<file path="src/rtl/display_scanner.sv">
// Time-multiplexes three 7-segment codes onto one shared segment bus and three digit selects.
// Outputs register the next-state slot with zero added latency; no backpressure, and new codes take effect only at frame wrap.
module display_scanner #(
    parameter int REFRESH_DIV  = 50000,
    parameter int BLANK_CYCLES = 500
) (
    input  logic       clk_i,
    input  logic       rst_i,
    input  logic [6:0] display_1_i,
    input  logic [6:0] display_2_i,
    input  logic [6:0] display_3_i,
    input  logic       load_i,
    input  logic [2:0] digits_en_i,
    output logic [6:0] seg_o,
    output logic [2:0] an_o,
    output logic       frame_o
);

    localparam int CW = (REFRESH_DIV > 2) ? $clog2(REFRESH_DIV) : 1;
    localparam logic [CW-1:0] CNT_LAST  = CW'(REFRESH_DIV - 1);
    localparam logic [CW-1:0] BLANK_LIM = CW'(BLANK_CYCLES);
    localparam logic [6:0]    SEG_OFF   = 7'h7F;
    localparam logic [2:0]    AN_OFF    = 3'b111;

    logic [CW-1:0]     cnt;
    logic [CW-1:0]     cnt_n;
    logic [1:0]        idx;
    logic [1:0]        idx_n;
    logic [2:0][6:0]   shadow;
    logic [2:0][6:0]   active;
    logic [2:0][6:0]   active_n;
    logic              pending;
    logic              slot_end;
    logic              wrap;
    logic              blank;
    logic [6:0]        seg_n;
    logic [2:0]        an_n;

    always_comb begin
        slot_end = (cnt == CNT_LAST);
        wrap     = slot_end && (idx == 2'd2);
        cnt_n    = slot_end ? '0 : cnt + 1'b1;
        if (!slot_end)
            idx_n = idx;
        else if (idx == 2'd2)
            idx_n = 2'd0;
        else
            idx_n = idx + 2'd1;
        // Active is taken from the shadow contents before this edge's load,
        // so a load landing on the wrap edge waits a full frame.
        active_n = (wrap && pending) ? shadow : active;
    end

    generate
        if (BLANK_CYCLES == 0) begin : g_no_blank
            assign blank = 1'b0;
        end else begin : g_blank
            assign blank = (cnt_n < BLANK_LIM);
        end
    endgenerate

    always_comb begin
        seg_n = SEG_OFF;
        an_n  = AN_OFF;
        if (!blank && digits_en_i[idx_n]) begin
            seg_n = active_n[idx_n];
            an_n  = ~(3'b001 << idx_n);
        end
    end

    always_ff @(posedge clk_i) begin
        if (rst_i) begin
            cnt     <= '0;
            idx     <= 2'd0;
            shadow  <= {3{SEG_OFF}};
            active  <= {3{SEG_OFF}};
            pending <= 1'b0;
            seg_o   <= SEG_OFF;
            an_o    <= AN_OFF;
            frame_o <= 1'b0;
        end else begin
            cnt    <= cnt_n;
            idx    <= idx_n;
            active <= active_n;
            if (load_i) begin
                shadow  <= {display_3_i, display_2_i, display_1_i};
                pending <= 1'b1;
            end else if (wrap) begin
                pending <= 1'b0;
            end
            seg_o   <= seg_n;
            an_o    <= an_n;
            frame_o <= wrap;
        end
    end

endmodule

</file>
<file path="config.mk">
export PLATFORM = sky130hd
export DESIGN_NAME = display_scanner
export DESIGN_NICKNAME = d
export VERILOG_FILES = /design/src/rtl/display_scanner.sv
export SDC_FILE = /design/constraint.sdc
export NUM_CORES = 1
export LEC_CHECK = 0
export CAP_MARGIN = 20
export CORE_MARGIN = 8
export CORE_UTILIZATION = 56
export DETAILED_ROUTE_END_ITERATION = 7
export GPL_TIMING_DRIVEN = 0
export PLACE_DENSITY = 0.8
export SLEW_MARGIN = 20
export SYNTH_ARGS = -nofsm -noshare
export SYNTH_HDL_FRONTEND = slang
export SYNTH_SLANG_ARGS = --single-unit
</file>
<file path="constraint.sdc">
create_clock -name clk_i -period 2.4 [get_ports clk_i]
set_input_delay 0.48 -clock clk_i [delete_from_list [all_inputs] [get_ports clk_i]]
set_output_delay 0.48 -clock clk_i [all_outputs]
set_load 0.02 [all_outputs]
</file>
==> results of run 1 <==
cells in the final DEF (no fill, tap or decap), types with 8 or more instances in the layout:
master,n
clkbuf_1,13
mux2i_1,60
nand2_1,60
nor2_1,25
xnor2_1,9
clkdlybuf4s50_1,35
nand4_1,9
dfxtp_1,72
clkbuf_8,11
xor2_1,8
nand3_1,9
Yosys cell counts, types with 2 or more instances:
master / instances / area [sq um]
clkbuf_1: 13 / 48.80
inv_1: 4 / 15.01
a2bb2oi_1: 2 / 17.52
nand3_1: 9 / 45.04
mux2_2: 3 / 33.78
xnor2_1: 9 / 78.83
and4b_1: 2 / 20.02
dfxtp_1: 72 / 1441
mux2i_1: 60 / 600.6
a31oi_1: 2 / 12.51
o21ai_0: 3 / 15.01
xor2_1: 8 / 70.07
or3_1: 4 / 25.02
nand2_1: 60 / 225.2
nor3b_1: 2 / 15.01
a21oi_1: 4 / 20.02
mux4_2: 4 / 90.09
o2bb2ai_1: 3 / 26.28
and3_1: 3 / 18.77
buf_2: 4 / 20.02
nand2b_1: 4 / 25.02
o211ai_1: 2 / 15.01
nor2_1: 27 / 101.4
buf_1: 3 / 11.26
nor3_1: 3 / 15.01
nor2b_1: 4 / 25.02
nor3_2: 2 / 20.02
nand4b_1: 2 / 17.52
nand4_1: 9 / 56.30
cell type report:
type	instances	area, sq um
clock inverter	4	76.32
buffer	21	97.59
clock buffer	12	155.1
fill	445	1772
inverter	4	15.01
timing repair buffer	37	365.4
sequential	72	1441
multi-input combinational	250	1834
tap	75	93.84
through the flow:
| step | setup WS, ns | cell area, sq um |
|---|---|---|
| after floorplan | 0.2983 | 3366 |
| after global placement | 0.1065 | 3810 |
| after detailed placement | 0.04641 | 3810 |
| after CTS | 0.03162 | 4041 |
| after global routing | 0.005035 | 4079 |
| final | 0.1222 | 4079 |
layer usage:
| layer | part of all wire | vias up |
|---|---|---|
| met5 | 0 | - |
| met4 | 0.019 | 0 |
| met3 | 0.072 | 12 |
| met2 | 0.47 | 86 |
| met1 | 0.44 | 1289 |
| li1 | - | 1314 |
logic make-up after synthesis:
kind of cell / Yosys count / synth area share
buffers and inverters: 26 / 0.03308
adder cells (fa/ha/maj): 1 / 0.003717
XOR/XNOR: 17 / 0.04424
AND/OR/NAND/NOR: 139 / 0.2089
AO/OA/AOI/OAI: 26 / 0.06654
flip-flops: 72 / 0.4283
multiplexers: 67 / 0.2152
state kept, by name, indices dropped and copies added, names as in the netlist:
register,flops
frame_o,1
active,21
cnt,16
seg_o,7
an_o,3
idx,2
shadow,21
pending,1
worst paths after layout:
check / end / start / slack [ns]
setup / recovery: seg_o[1] / cnt[0] / 0.12
hold / removal: cnt[0] / cnt[0] / 0.48
setup reg to reg: seg_o[1] / cnt[0] / 0.12
hold reg to reg: cnt[0] / cnt[0] / 0.48
critical path, cell delays in order (launching register included):
cell and delay [ns]:
dfxtp_1 0.39, ha_2 0.27, and4b_1 0.29, and4_4 0.24, buf_6 0.17, mux4_2 0.55, buf_4 0.18, nand4_1 0.12
power by group through the flow:
stage	clock (mW)	sequential [mW]	combinational [mW]
3_5_place_dp	0	1.27	0.134
6_report	1.11	1.24	0.136
2_1_floorplan	0	1.26	0.0733
5_1_grt	1.17	1.24	0.148
4_1_cts	1.12	1.24	0.135
3_3_place_gp	0	1.27	0.129
what timing repair did:
item                                    CTS  global route
gates resized for setup                   0             7
hold buffers                              0             0
buffers inserted                          0             2
endpoints found under the setup margin    0            40
==> impl_metrics.csv, run 1 <==
group,metric,value,unit
critical_path,cp-start-kind,"register",
logic_synthesis,synth_edf_count,0,
floorplan,fp-row-count,28,
clocking,cts.clk_slew.worst_paths,0.07,ns
sta,fmax,439.0,MHz
global_routing,top_usage_layer,"met2",
global_routing,grt_max_degree,13,
cells_and_area,fin_util,0.6972,
power,switchingPower,0.5481,mW
global_routing,overflow,0,
placement,hpwl,5.445,mm
logic_synthesis,avgSynthCellArea,9.672,sq um
power,swShare,0.2205,
global_routing,met2_usage,0.3055,
global_routing,groute.layer.met1.usage,0.2284,
floorplan,die_w,93.53,um
sta,drv_slew,0,
sta,rsz0062_at_grt,"no",
global_routing,met3_usage,0.04808,
logic_synthesis,synth_cell_type_count,50,
logic_synthesis,synth-warning-count,0,
sta,period_minus_slack,2.278,ns
clocking,clockBufferDepth,2,
critical_path,worstPathRequired,2.68,ns
floorplan,fp.coreArea,5851,sq um
global_routing,antenna_found_initial,0,
power,ir_drop,0.4200,mV
clocking,clock_latency,0.35,ns
clocking,htree_levels,3,
cells_and_area,drive_gt1_frac,0.1175,
run_status,status,"completed",
placement,dp_cells,458,
sta,setup_viol,0,
clocking,cts_tree,"yes",
cells_and_area,nNetsFinal,423,
flow_run,cap_violations,0,
floorplan,dieArea,8747,sq um
clocking,cts_made_buffers,9,
sta,whs,0.4773,ns
power,seq_power_share,0.499,
logic_synthesis,synthArstFlopShare,0,
routing,remaining_drc_errors,0,
routing,wirelength,7.848,mm
floorplan,start_util,0.5753,
power,p_total,2.486,mW
sta,period_share,0.9491,
sta,hold_viol,0,
hold_path,hold_path_class,"register to register",
hold_path,hold_depth,1,
global_routing,grt_use_total,0.1893,
critical_path,cp_max_fo,10,
clocking,root_buffer,"clkbuf_8",
placement,gp_congestion,0.8363,
cells_and_area,antenna_cells,0,
floorplan,die_height,93.53,um
floorplan,num_io_pins,38,
sta,slew_headroom,0.4479,
power,power_frac_clock,0.446,
logic_synthesis,synth_seq_cells,72,
routing,vias,2701,
routing,wire_per_inst,16.52,um
power,power.internal,1.938,mW
critical_path,worstSetupPathType,"register to register",
routing,via_per_inst,5.686,
routing,drt-initial-drc-count,103,
logic_synthesis,syn_area,3366,sq um
power,power_frac_comb,0.055,
logic_synthesis,synth_top_flop_cell,"dfxtp_1",
critical_path,arrival,2.56,ns
logic_synthesis,synth_fp_nets,376,
logic_synthesis,ys_seq_area_frac,0.4283,
critical_path,reg2reg_depth,7,
power,leakagePower,1.544,nW
sta,setup_tns,0,ns
sta,tightestPinTransition,0.8281,ns
cells_and_area,area_growth,21.19,%
routing,postRouteAntennaNets,0,
critical_path,worstSetupEndpointType,"register",
power,powerDensity,609.4,nW/um^2
global_routing,grt_pass1_wl,13.12,mm
sta,skew,0.007898,ns
cells_and_area,finalNonFillerCells,475,
routing,drtPass1Iterations,5,
logic_synthesis,netlist_instances,348,
placement,io_buffers,35,
clocking,cts_sinks,72,
global_routing,grt_pass1_vias,2766,
Power figures use the tool's default switching activity.
==> run 2: changes to the inputs <==
--- a/config.mk
+++ b/config.mk
@@ -5,6 +5,7 @@
 export SDC_FILE = /design/constraint.sdc
 export NUM_CORES = 1
 export LEC_CHECK = 0
+export ABC_CLOCK_PERIOD_IN_PS = 2400
 export CAP_MARGIN = 20
 export CORE_MARGIN = 8
 export CORE_UTILIZATION = 56
==> results of run 2 <==
The final DEF is identical to that of run 1; final timing and power are the same.
